===== src/rtl/pattern_seq_pkg.sv =====
// Shared definitions for the pattern vector sequencer: opcodes, FSM states and vector-word layout.
// Vector word, MSB first: {opcode, repeat, wft, wfc}, with wfc starting at bit 0.
package pattern_seq_pkg;

  localparam int unsigned OpcodeW   = 2;
  localparam int unsigned RepeatW   = 16;
  localparam int unsigned MinPeriod = 2;

  typedef enum logic [OpcodeW-1:0] {
    OpNormal    = 2'd0,
    OpLoopStart = 2'd1,
    OpLoopEnd   = 2'd2,
    OpHalt      = 2'd3
  } opcode_e;

  typedef enum logic [1:0] {
    StIdle,
    StPrime,
    StRun,
    StDone
  } seq_state_e;

  function automatic int unsigned wfc_lsb();
    return 0;
  endfunction

  function automatic int unsigned wft_lsb(input int unsigned wfc_w);
    return wfc_w;
  endfunction

  function automatic int unsigned rep_lsb(input int unsigned wft_w, input int unsigned wfc_w);
    return wfc_w + wft_w;
  endfunction

  function automatic int unsigned op_lsb(input int unsigned wft_w, input int unsigned wfc_w);
    return wfc_w + wft_w + RepeatW;
  endfunction

endpackage


===== src/rtl/pattern_cycle_timer.sv =====
// Tester-cycle timer: counts clocks inside a tester cycle, flags each boundary and
// registers tester_sync for boundaries at which a vector is actually applied.
module pattern_cycle_timer (
  input  logic       clock,
  input  logic       reset,
  input  logic       run,
  input  logic [7:0] period,
  input  logic       fire,
  output logic       tick,
  output logic       tester_sync
);

  logic [7:0] cnt_q, cnt_d;
  logic       sync_q;

  // tick means the next clock edge opens a new tester cycle.
  assign tick = run && (cnt_q == 8'd0);

  always_comb begin
    cnt_d = 8'd0;
    if (run && (cnt_q != period - 8'd1)) begin
      cnt_d = cnt_q + 8'd1;
    end
  end

  always_ff @(posedge clock or negedge reset) begin
    if (!reset) begin
      cnt_q  <= 8'd0;
      sync_q <= 1'b0;
    end else begin
      cnt_q  <= cnt_d;
      sync_q <= tick && fire;
    end
  end

  assign tester_sync = sync_q;

endmodule


===== src/rtl/pattern_vector_sequencer.sv =====
// Pattern vector sequencer: fetches vector words one ahead and applies them per tester cycle.
// Define VTW_LOOP_EN to enable single-level LOOP_START/LOOP_END handling.
module pattern_vector_sequencer
  import pattern_seq_pkg::*;
#(
  parameter int unsigned NUM_PINS    = 23,
  parameter int unsigned WFC_PER_PIN = 8,
  parameter int unsigned WFT_W       = 4,
  parameter int unsigned ADDR_W      = 16,
  parameter int unsigned INT_W       = 32
) (
  input  logic                                             clock,
  input  logic                                             reset,
  input  logic                                             start,
  input  logic                                             abort,
  input  logic [ADDR_W-1:0]                                start_addr,
  input  logic [7:0]                                       period,
  output logic                                             mem_rd,
  output logic [ADDR_W-1:0]                                mem_addr,
  input  logic [OpcodeW+RepeatW+WFT_W+NUM_PINS*WFC_PER_PIN-1:0] mem_rdata,
  output logic                                             tester_sync,
  output logic [WFT_W-1:0]                                 wft,
  output logic [NUM_PINS*WFC_PER_PIN-1:0]                  wfc,
  output logic [INT_W-1:0]                                 vector_number,
  output logic [INT_W-1:0]                                 cycle_number,
  output logic                                             busy,
  output logic                                             done
);

  localparam int unsigned WfcW  = NUM_PINS * WFC_PER_PIN;
  localparam int unsigned WordW = OpcodeW + RepeatW + WFT_W + WfcW;
  localparam int unsigned WfcLsb = wfc_lsb();
  localparam int unsigned WftLsb = wft_lsb(WfcW);
  localparam int unsigned RepLsb = rep_lsb(WFT_W, WfcW);
  localparam int unsigned OpLsb  = op_lsb(WFT_W, WfcW);

  seq_state_e         state_q, state_d;
  logic [7:0]         period_q, period_d;
  logic               mem_rd_q, mem_rd_d;
  logic [ADDR_W-1:0]  mem_addr_q, mem_addr_d;
  logic               rvalid_q, rvalid_d;
  logic [WordW-1:0]   pf_q, pf_d;
  logic [WFT_W-1:0]   wft_q, wft_d;
  logic [WfcW-1:0]    wfc_q, wfc_d;
  logic [INT_W-1:0]   vn_q, vn_d;
  logic [INT_W-1:0]   cn_q, cn_d;
  logic [RepeatW-1:0] cur_rep_q, cur_rep_d;
  logic               first_q, first_d;
  logic               done_q, done_d;

`ifdef VTW_LOOP_EN
  logic [ADDR_W-1:0]  loop_addr_q, loop_addr_d;
  logic [RepeatW-1:0] loop_cnt_q, loop_cnt_d;
`endif

  logic               tick;
  logic               apply;
  logic               fetch;
  logic [ADDR_W-1:0]  fetch_addr;
  logic [ADDR_W-1:0]  next_addr;
  logic [WordW-1:0]   nw;
  opcode_e            nw_op;
  logic [RepeatW-1:0] nw_rep;
  logic [WFT_W-1:0]   nw_wft;
  logic [WfcW-1:0]    nw_wfc;

  // With P=2 the next word arrives on the boundary clock itself, so bypass the prefetch reg.
  assign nw        = rvalid_q ? mem_rdata : pf_q;
  assign nw_op     = opcode_e'(nw[OpLsb +: OpcodeW]);
  assign nw_rep    = nw[RepLsb +: RepeatW];
  assign nw_wft    = nw[WftLsb +: WFT_W];
  assign nw_wfc    = nw[WfcLsb +: WfcW];
  assign next_addr = mem_addr_q + ADDR_W'(1);

  pattern_cycle_timer u_timer (
    .clock       (clock),
    .reset       (reset),
    .run         (state_q == StRun),
    .period      (period_q),
    .fire        (apply),
    .tick        (tick),
    .tester_sync (tester_sync)
  );

  always_comb begin
    state_d    = state_q;
    period_d   = period_q;
    mem_rd_d   = 1'b0;
    mem_addr_d = mem_addr_q;
    rvalid_d   = mem_rd_q;
    pf_d       = pf_q;
    wft_d      = wft_q;
    wfc_d      = wfc_q;
    vn_d       = vn_q;
    cn_d       = cn_q;
    cur_rep_d  = cur_rep_q;
    first_d    = first_q;
    done_d     = 1'b0;
    apply      = 1'b0;
    fetch      = 1'b0;
    fetch_addr = next_addr;
`ifdef VTW_LOOP_EN
    loop_addr_d = loop_addr_q;
    loop_cnt_d  = loop_cnt_q;
`endif

    if (rvalid_q) begin
      pf_d = mem_rdata;
    end

    if (abort) begin
      state_d  = StIdle;
      rvalid_d = 1'b0;
    end else begin
      unique case (state_q)
        StIdle: begin
          if (start) begin
            state_d    = StPrime;
            period_d   = (period < 8'(MinPeriod)) ? 8'(MinPeriod) : period;
            fetch      = 1'b1;
            fetch_addr = start_addr;
            first_d    = 1'b1;
            cur_rep_d  = '0;
          end
        end
        StPrime: begin
          if (rvalid_q) begin
            state_d = StRun;
          end
        end
        StRun: begin
          if (tick) begin
            if (cur_rep_q != '0) begin
              apply     = 1'b1;
              cn_d      = cn_q + INT_W'(1);
              cur_rep_d = cur_rep_q - RepeatW'(1);
              fetch     = (cur_rep_q == RepeatW'(1));
            end else if (nw_op == OpHalt) begin
              state_d = StDone;
              done_d  = 1'b1;
            end else begin
              apply     = 1'b1;
              wft_d     = nw_wft;
              wfc_d     = nw_wfc;
              first_d   = 1'b0;
              vn_d      = first_q ? '0 : vn_q + INT_W'(1);
              cn_d      = first_q ? '0 : cn_q + INT_W'(1);
              cur_rep_d = nw_rep;
              fetch     = (nw_rep == '0);
`ifdef VTW_LOOP_EN
              // Loop markers are applied once; their repeat field is the loop count.
              if (nw_op == OpLoopStart) begin
                loop_addr_d = next_addr;
                loop_cnt_d  = nw_rep;
                cur_rep_d   = '0;
                fetch       = 1'b1;
              end else if (nw_op == OpLoopEnd) begin
                cur_rep_d = '0;
                fetch     = 1'b1;
                if (loop_cnt_q != '0) begin
                  loop_cnt_d = loop_cnt_q - RepeatW'(1);
                  fetch_addr = loop_addr_q;
                end
              end
`endif
            end
          end
        end
        StDone: begin
          state_d = StIdle;
        end
        default: begin
          state_d = StIdle;
        end
      endcase
    end

    if (fetch) begin
      mem_rd_d   = 1'b1;
      mem_addr_d = fetch_addr;
    end
  end

  always_ff @(posedge clock or negedge reset) begin
    if (!reset) begin
      state_q    <= StIdle;
      period_q   <= 8'(MinPeriod);
      mem_rd_q   <= 1'b0;
      mem_addr_q <= '0;
      rvalid_q   <= 1'b0;
      pf_q       <= '0;
      wft_q      <= '0;
      wfc_q      <= '0;
      vn_q       <= '0;
      cn_q       <= '0;
      cur_rep_q  <= '0;
      first_q    <= 1'b0;
      done_q     <= 1'b0;
    end else begin
      state_q    <= state_d;
      period_q   <= period_d;
      mem_rd_q   <= mem_rd_d;
      mem_addr_q <= mem_addr_d;
      rvalid_q   <= rvalid_d;
      pf_q       <= pf_d;
      wft_q      <= wft_d;
      wfc_q      <= wfc_d;
      vn_q       <= vn_d;
      cn_q       <= cn_d;
      cur_rep_q  <= cur_rep_d;
      first_q    <= first_d;
      done_q     <= done_d;
    end
  end

`ifdef VTW_LOOP_EN
  always_ff @(posedge clock or negedge reset) begin
    if (!reset) begin
      loop_addr_q <= '0;
      loop_cnt_q  <= '0;
    end else begin
      loop_addr_q <= loop_addr_d;
      loop_cnt_q  <= loop_cnt_d;
    end
  end
`endif

  assign mem_rd        = mem_rd_q;
  assign mem_addr      = mem_addr_q;
  assign wft           = wft_q;
  assign wfc           = wfc_q;
  assign vector_number = vn_q;
  assign cycle_number  = cn_q;
  assign busy          = (state_q != StIdle);
  assign done          = done_q;

endmodule


===== config.mk =====
export PLATFORM = sky130hd
export DESIGN_NAME = pattern_vector_sequencer
export DESIGN_NICKNAME = d
export VERILOG_FILES = /design/src/rtl/pattern_seq_pkg.sv /design/src/rtl/pattern_cycle_timer.sv /design/src/rtl/pattern_vector_sequencer.sv
export SDC_FILE = /design/constraint.sdc
export NUM_CORES = 1
export LEC_CHECK = 0
export CAP_MARGIN = 10
export CORE_ASPECT_RATIO = 1.5
export CORE_MARGIN = 5
export CORE_UTILIZATION = 35
export DETAILED_ROUTE_END_ITERATION = 10
export PLACE_DENSITY_LB_ADDON = 0.25
export SLEW_MARGIN = 20
export SYNTH_ARGS = -nofsm -noshare
export SYNTH_HDL_FRONTEND = slang
export SYNTH_SLANG_ARGS = --single-unit

===== constraint.sdc =====
create_clock -name clock -period 3.15 [get_ports clock]
set_clock_uncertainty 0.05 [all_clocks]
set_input_delay 0.4725 -clock clock [delete_from_list [all_inputs] [get_ports clock]]
set_output_delay 0.4725 -clock clock [all_outputs]
set_load 0.02 [all_outputs]

# Word level (Yosys, flattened, before mapping)

Cells that the tools add are included.

Flip-flop bits (word level): 513
Latch bits: 0
Memory bits (writable): 0
ROM bits: 0
Input port bits: 234
Output and inout bits: 272
Logic and storage cells: 102
Memories: 0

Add/subtract/negate cells: 6
$mul: 0
Div/mod/pow operators: 0
Order comparisons: 1
Equality and inequality tests: 17
Shifts and indexed selects: 0
Mux-type cells: 45
Bitwise operators: 3
Reduce and logical (&&, ||, !) cells: 15

Operator list:

| operator                                                                | number |
|---|---|
| 206-bit two-way mux                                                     | 1 |
| 32-bit two-way mux                                                      | 4 |
| 16-bit two-way mux                                                      | 7 |
| 32-bit by 1-bit adder with 32-bit output (second input constant)        | 2 |
| 16-bit case mux with 2 select lines                                     | 1 |
| 1-bit two-way mux                                                       | 21 |
| 3-bit != test (second input constant)                                   | 6 |
| 16-bit by 1-bit adder with 16-bit output (second input constant)        | 1 |
| 16-bit by 1-bit equality test with 1-bit output (second input constant) | 1 |
| 16-bit zero test                                                        | 1 |
| 8-bit two-way mux                                                       | 2 |
| 16-bit nonzero test                                                     | 1 |
| 16-bit by 1-bit subtractor with 16-bit output (second input constant)   | 1 |
| 5-bit AND reduction                                                     | 3 |
| 2-bit two-way mux                                                       | 6 |
| 2-bit != test (second input constant)                                   | 5 |
| 8-bit by 1-bit adder with 8-bit output (second input constant)          | 1 |
| 8-bit zero test                                                         | 1 |
| 8-bit by 2-bit < comparator with 1-bit output (second input constant)   | 1 |
| 8-bit != test                                                           | 1 |
| 2-bit case mux with 4 select lines                                      | 1 |
| 8-bit by 1-bit subtractor with 8-bit output (second input constant)     | 1 |
| 2-bit equality test (second input constant)                             | 3 |
| 6-bit AND reduction                                                     | 1 |
| 8 further kinds                                                         | 14 |

# Depth between registers and ports, before layout

Depth in word-level cells: 8
Gate-level depth with buffers: 11
Depth with buffers taken out: 10

# Modules after synthesis

Synthesis repeated with hierarchy kept, for this count alone.

Cells, all modules: 1,680
Area, all modules: 21,943.5 um^2

Modules (own cells, without submodules):

| module                   | times used | cells each | area an instance (um^2) | sequential area each (um^2) |
|---|---|---|---|---|
| pattern_vector_sequencer | 1          | 1,604      | 21,246.6                | 12,613.3 |
| pattern_cycle_timer      | 1          | 76         | 696.9                   | 225.2 |

# Worst setup path before layout

No wires, ideal clock.

Path kind: register -> register
Start: reg u_timer.cnt_q[0]
End: reg wfc_q[100] (netlist: wfc[100])
Library setup time: 0.125 ns
Data arrival time: 2.210 ns
Required time: 2.975 ns
Setup slack: 0.766 ns
Stages on the path, launching flop included: 9
Path buffers: 2
Period minus slack after synthesis: 2.384 ns
Cell sequence: dfrtp_1 > inv_1 > ha_1 > nor3b_2 > nand4b_1 > nor4_2 > clkbuf_1 > buf_2 > mux2_2

Cells in the longest elaborated chain, start to end: 3

Ends and longest elaborated chain:

| what                          | RTL line                        | text |
|---|---|---|
| start, declared               | pattern_cycle_timer.sv:13       | `logic [7:0] cnt_q, cnt_d;` |
| start signal, assigned        | pattern_cycle_timer.sv:31       | `cnt_q <= cnt_d;` |
| 8-bit zero test               | pattern_cycle_timer.sv:17       | `assign tick = run && (cnt_q == 8'd0);` |
| 1-bit logical AND             | pattern_cycle_timer.sv:17       |  |
| 5-bit AND reduction (no line) | --                              |  |
| end signal, assigned          | pattern_vector_sequencer.sv:207 | `wfc_q <= wfc_d;` |
| end, declared                 | pattern_vector_sequencer.sv:44  | `logic [WfcW-1:0] wfc_q, wfc_d;` |

No other way between the ends.
A chain may end at the register's enable or synchronous reset.

# Final worst setup path

Start: reg u_timer.cnt_q[0]
End: reg vn_q[27] (netlist: vector_number[27])

Cells in the longest elaborated chain, start to end: 3

Ends and longest elaborated chain:

| what                          | RTL line                        | text |
|---|---|---|
| 8-bit zero test               | pattern_cycle_timer.sv:17       |  |
| 1-bit logical AND             | pattern_cycle_timer.sv:17       |  |
| 5-bit AND reduction (no line) | --                              |  |
| end signal, assigned          | pattern_vector_sequencer.sv:208 | `vn_q <= vn_d;` |
| end, declared                 | pattern_vector_sequencer.sv:45  | `logic [INT_W-1:0] vn_q, vn_d;` |

No other way between the ends.

==> results.txt <==
status: finished, final reports clean
Reg area: 12800 um^2
antenna violations before repair: 7
synth-to-layout area growth: 37.9%
GRT overflow: 0
Main synth FF type: dfrtp_1
routing usage on met3: 0.0544
ys async rst share: 1.00
Via Count: 14500
port bufs: 505
RePlAce Congestion: 0.848
drt via density: 4.92
Fin. Hold Viols: 0
Hold Crit Depth: 3
first-pass GRT wire length: 90800 um
VDD IR max: 0.000709 V
starting density of the core: 0.352
Worst Tran Pin Value: 0.832 ns
Slew Viols, Final: 0
Max clock buf depth: 3
CP Data Arrival Time: 3.31 ns
vias in the first global route: 15500
post-synthesis sequential area ratio: 0.607
CP Cell Sequence: inv_1, ha_1, nor3b_2, nand4b_1, nor4_4, buf_4, nand3_1, or3_1, a21oi_1
CTS tree: built
#FFs+latches synth: 513
1st-iter DRT viols: 757
Crit path largest cell delay: 0.46 ns
# fillers: 5360
Max FO, Critical Path: 9
synthesized area: 21100 um^2
CORE AREA: 60000 um^2
GRT Util Overall: 0.172
Worst slew margin: 0.445
Num Clock Sinks: 513
max_cap viols: 0
M1 GR Usage: 0.201
Yosys top cell by area: dfrtp_1
WL/cell: 19.5 um
fmax: 350 MHz
Crit. End Element: flop
YS warnings: 0
Crit Path Category: reg -> reg
Reg2Reg Setup Slack: 0.30 ns
syn_area_per_cell: 13.3 um^2
antenna viol nets, final: 0
top-area cell type share of the netlist area: 0.606
P per Cell Area: 911 nW/um^2
DRC Markers: 0
Root Driver: clkbuf_16
Final Routed Wirelength: 57600 um
Num CTS Buffers: 51
post-cts sizing count: 0
Total Power: 26.6 mW
die area: 65500 um^2
post-CTS setup buffer count: 0
layout cells sized above 1: 0.248
area occupied by multi-input gates: 7900 um^2
fin crit share: 0.906
hold_buf cts: 1
RSZ-0062 raised after global routing: no
clock-pin slew on the worst setup and hold paths: 0.06 ns
die span in x: 211 um
setup violators final: 0
clk_lat worst skew: 0.58 ns
top cells by area, synth: dfrtp_1 (61%), mux2_2 (21%), o21ai_0 (1.7%)
largest net degree at the start of global routing: 101
row count: 110
HPWL after DPL: 41800 um
hold crit path type: in -> reg
final worst path period need: 2.85 ns
P_leak: 12.3 nW
synth unique cells: 61
Syn Inst Count: 1595
Ports: 506
Pre-antenna DRT Iters: 5
Die Ht: 311 um
Nets: 2370
GR Util met2: 0.297
CP required: 3.60 ns
most crowded layer after global routing: met2
Fin Setup TNS: 0 ns
Post-synth EDFFs: 0
Post-Synthesis Net Count: 1841
CP max-delay cell: dfrtp_1
FF-to-FF path depth: 9
startpoint type of the worst setup path: flop
H-tree depth: 2
[path summary, 6_finish.rpt]
kind | endpoint | from
worst max register to register | vector_number[27] | u_timer.cnt_q[0]
worst max-delay path | vector_number[27] | u_timer.cnt_q[0]
worst min register to register | pf_q[183] | pf_q[183]
max in group asynchronous | wfc[68] | reset
min in group asynchronous | done | reset
worst min-delay path | period_q[3] | period[3]
[sequential cells by signal, indices dropped and copies added (netlist names), 2 cells and up]
name	count
wfc	184
period_q	8
wft	4
mem_addr	16
u_timer.cnt_q	8
state_q	2
cur_rep_q	16
vector_number	32
cycle_number	32
pf_q	206
[cells in the final DEF, fill, tap and decap left out, types with 4 or more instances in the layout]
cell	count
buf_12	15
xnor2_1	34
a21oi_1	37
a32oi_1	4
a22oi_1	6
buf_4	30
nor4_1	10
diode_2	4
nand2_1	91
and3_1	15
nor3b_1	5
mux2_2	395
xor2_1	26
nand3_1	53
dfrtp_1	511
clkinv_2	4
o21ai_0	70
clkbuf_16	52
or3_1	15
and2_1	5
ha_1	12
inv_1	25
clkbuf_8	14
mux2i_1	5
nor3_1	32
a21o_1	4
nor2b_1	4
clkinvlp_4	4
a31oi_1	5
clkbuf_1	13
nor2_1	80
clkdlybuf4s50_1	504
and4_1	9
nand4_1	13
[synth_stat cells, types with 2 or more instances]
cell and number:
a2bb2oi_1 2, nor2b_1 4, xnor2_1 34, mux2_2 395
o41ai_1 2, buf_2 27, and4_1 9, a21o_1 4
o211ai_1 2, a21oi_1 37, o2111ai_1 2, dfrtp_1 512
a31oi_1 5, inv_1 25, mux2i_1 5, a22oi_1 6
o31ai_1 4, and3_1 15, nor3_2 2, a22o_1 3
nor3b_1 5, nor3_1 32, clkbuf_1 47, a32oi_1 4
or3_1 15, a32o_1 2, nand2b_1 3, nand3_1 53
nor4_1 10, nor4_2 3, o22ai_1 3, nand3b_1 2
or4_1 2, and2_1 5, ha_1 12, xor2_1 26
or4b_1 2, nor2_1 80, nand2_1 91, o21ai_0 70
nand4_1 13
[metal layers]
metal,vias to the layer above,part of all wire
li1,6723,-
met1,7239,0.38
met2,459,0.51
met3,99,0.079
met4,6,0.033
met5,-,0.00075
[power by group]
part | internal, mW | total, mW | switching [mW]
Combinational | 4.98 | 10.2 | 5.23
Clock | 3.62 | 6.21 | 2.59
Sequential | 9.01 | 10.1 | 1.14
Total | 17.6 | 26.6 | 8.95
[layout make-up]
| cell class | count | share of cell area |
|---|---|---|
| flip-flops and latches | 513 | 0.440 |
| multi-input cells | 981 | 0.271 |
| repair buffers | 551 | 0.192 |
| clock buffers | 79 | 0.0529 |
| well taps | 784 | 0.0336 |
| clock inverters | 15 | 0.00627 |
| inverters | 26 | 0.00335 |
| diodes | 4 | 0.000343 |
[metrics by stage]
step	setup slack, ns	hold slack [ns]	util	std cells	cell area [um^2]
floorplan	0.766	0.127	-	1595	21100
global placement	0.304	0.424	0.457	2854	27400
detailed placement	0.239	0.431	0.457	2854	27400
CTS	0.290	0.355	0.486	2949	29100
global route	0.0877	0.389	0.486	2953	29200
finish	0.295	0.398	0.486	2953	29200
[critical path, delay by kind of cell, from the launching register on]
| family | cells | cell delay (ns) |
|---|---|---|
| DFF | 1 | 0.46 |
| and+or+nand+nor | 5 | 1.58 |
| buffers and inverters | 2 | 0.38 |
| AOI/OAI and AO/OA | 1 | 0.16 |
| adders and majority gates | 1 | 0.13 |
[cell families after synthesis]
| family | synth area share |
|---|---|
| adder cells (fa/ha/maj) | 0.00710 |
| multiplexers | 0.213 |
| AND/OR/NAND/NOR | 0.0855 |
| AO/OA/AOI/OAI | 0.0429 |
| XOR/XNOR | 0.0249 |
| flip-flops | 0.607 |
| buffers and inverters | 0.0195 |
(Power assumes the default switching activity.)
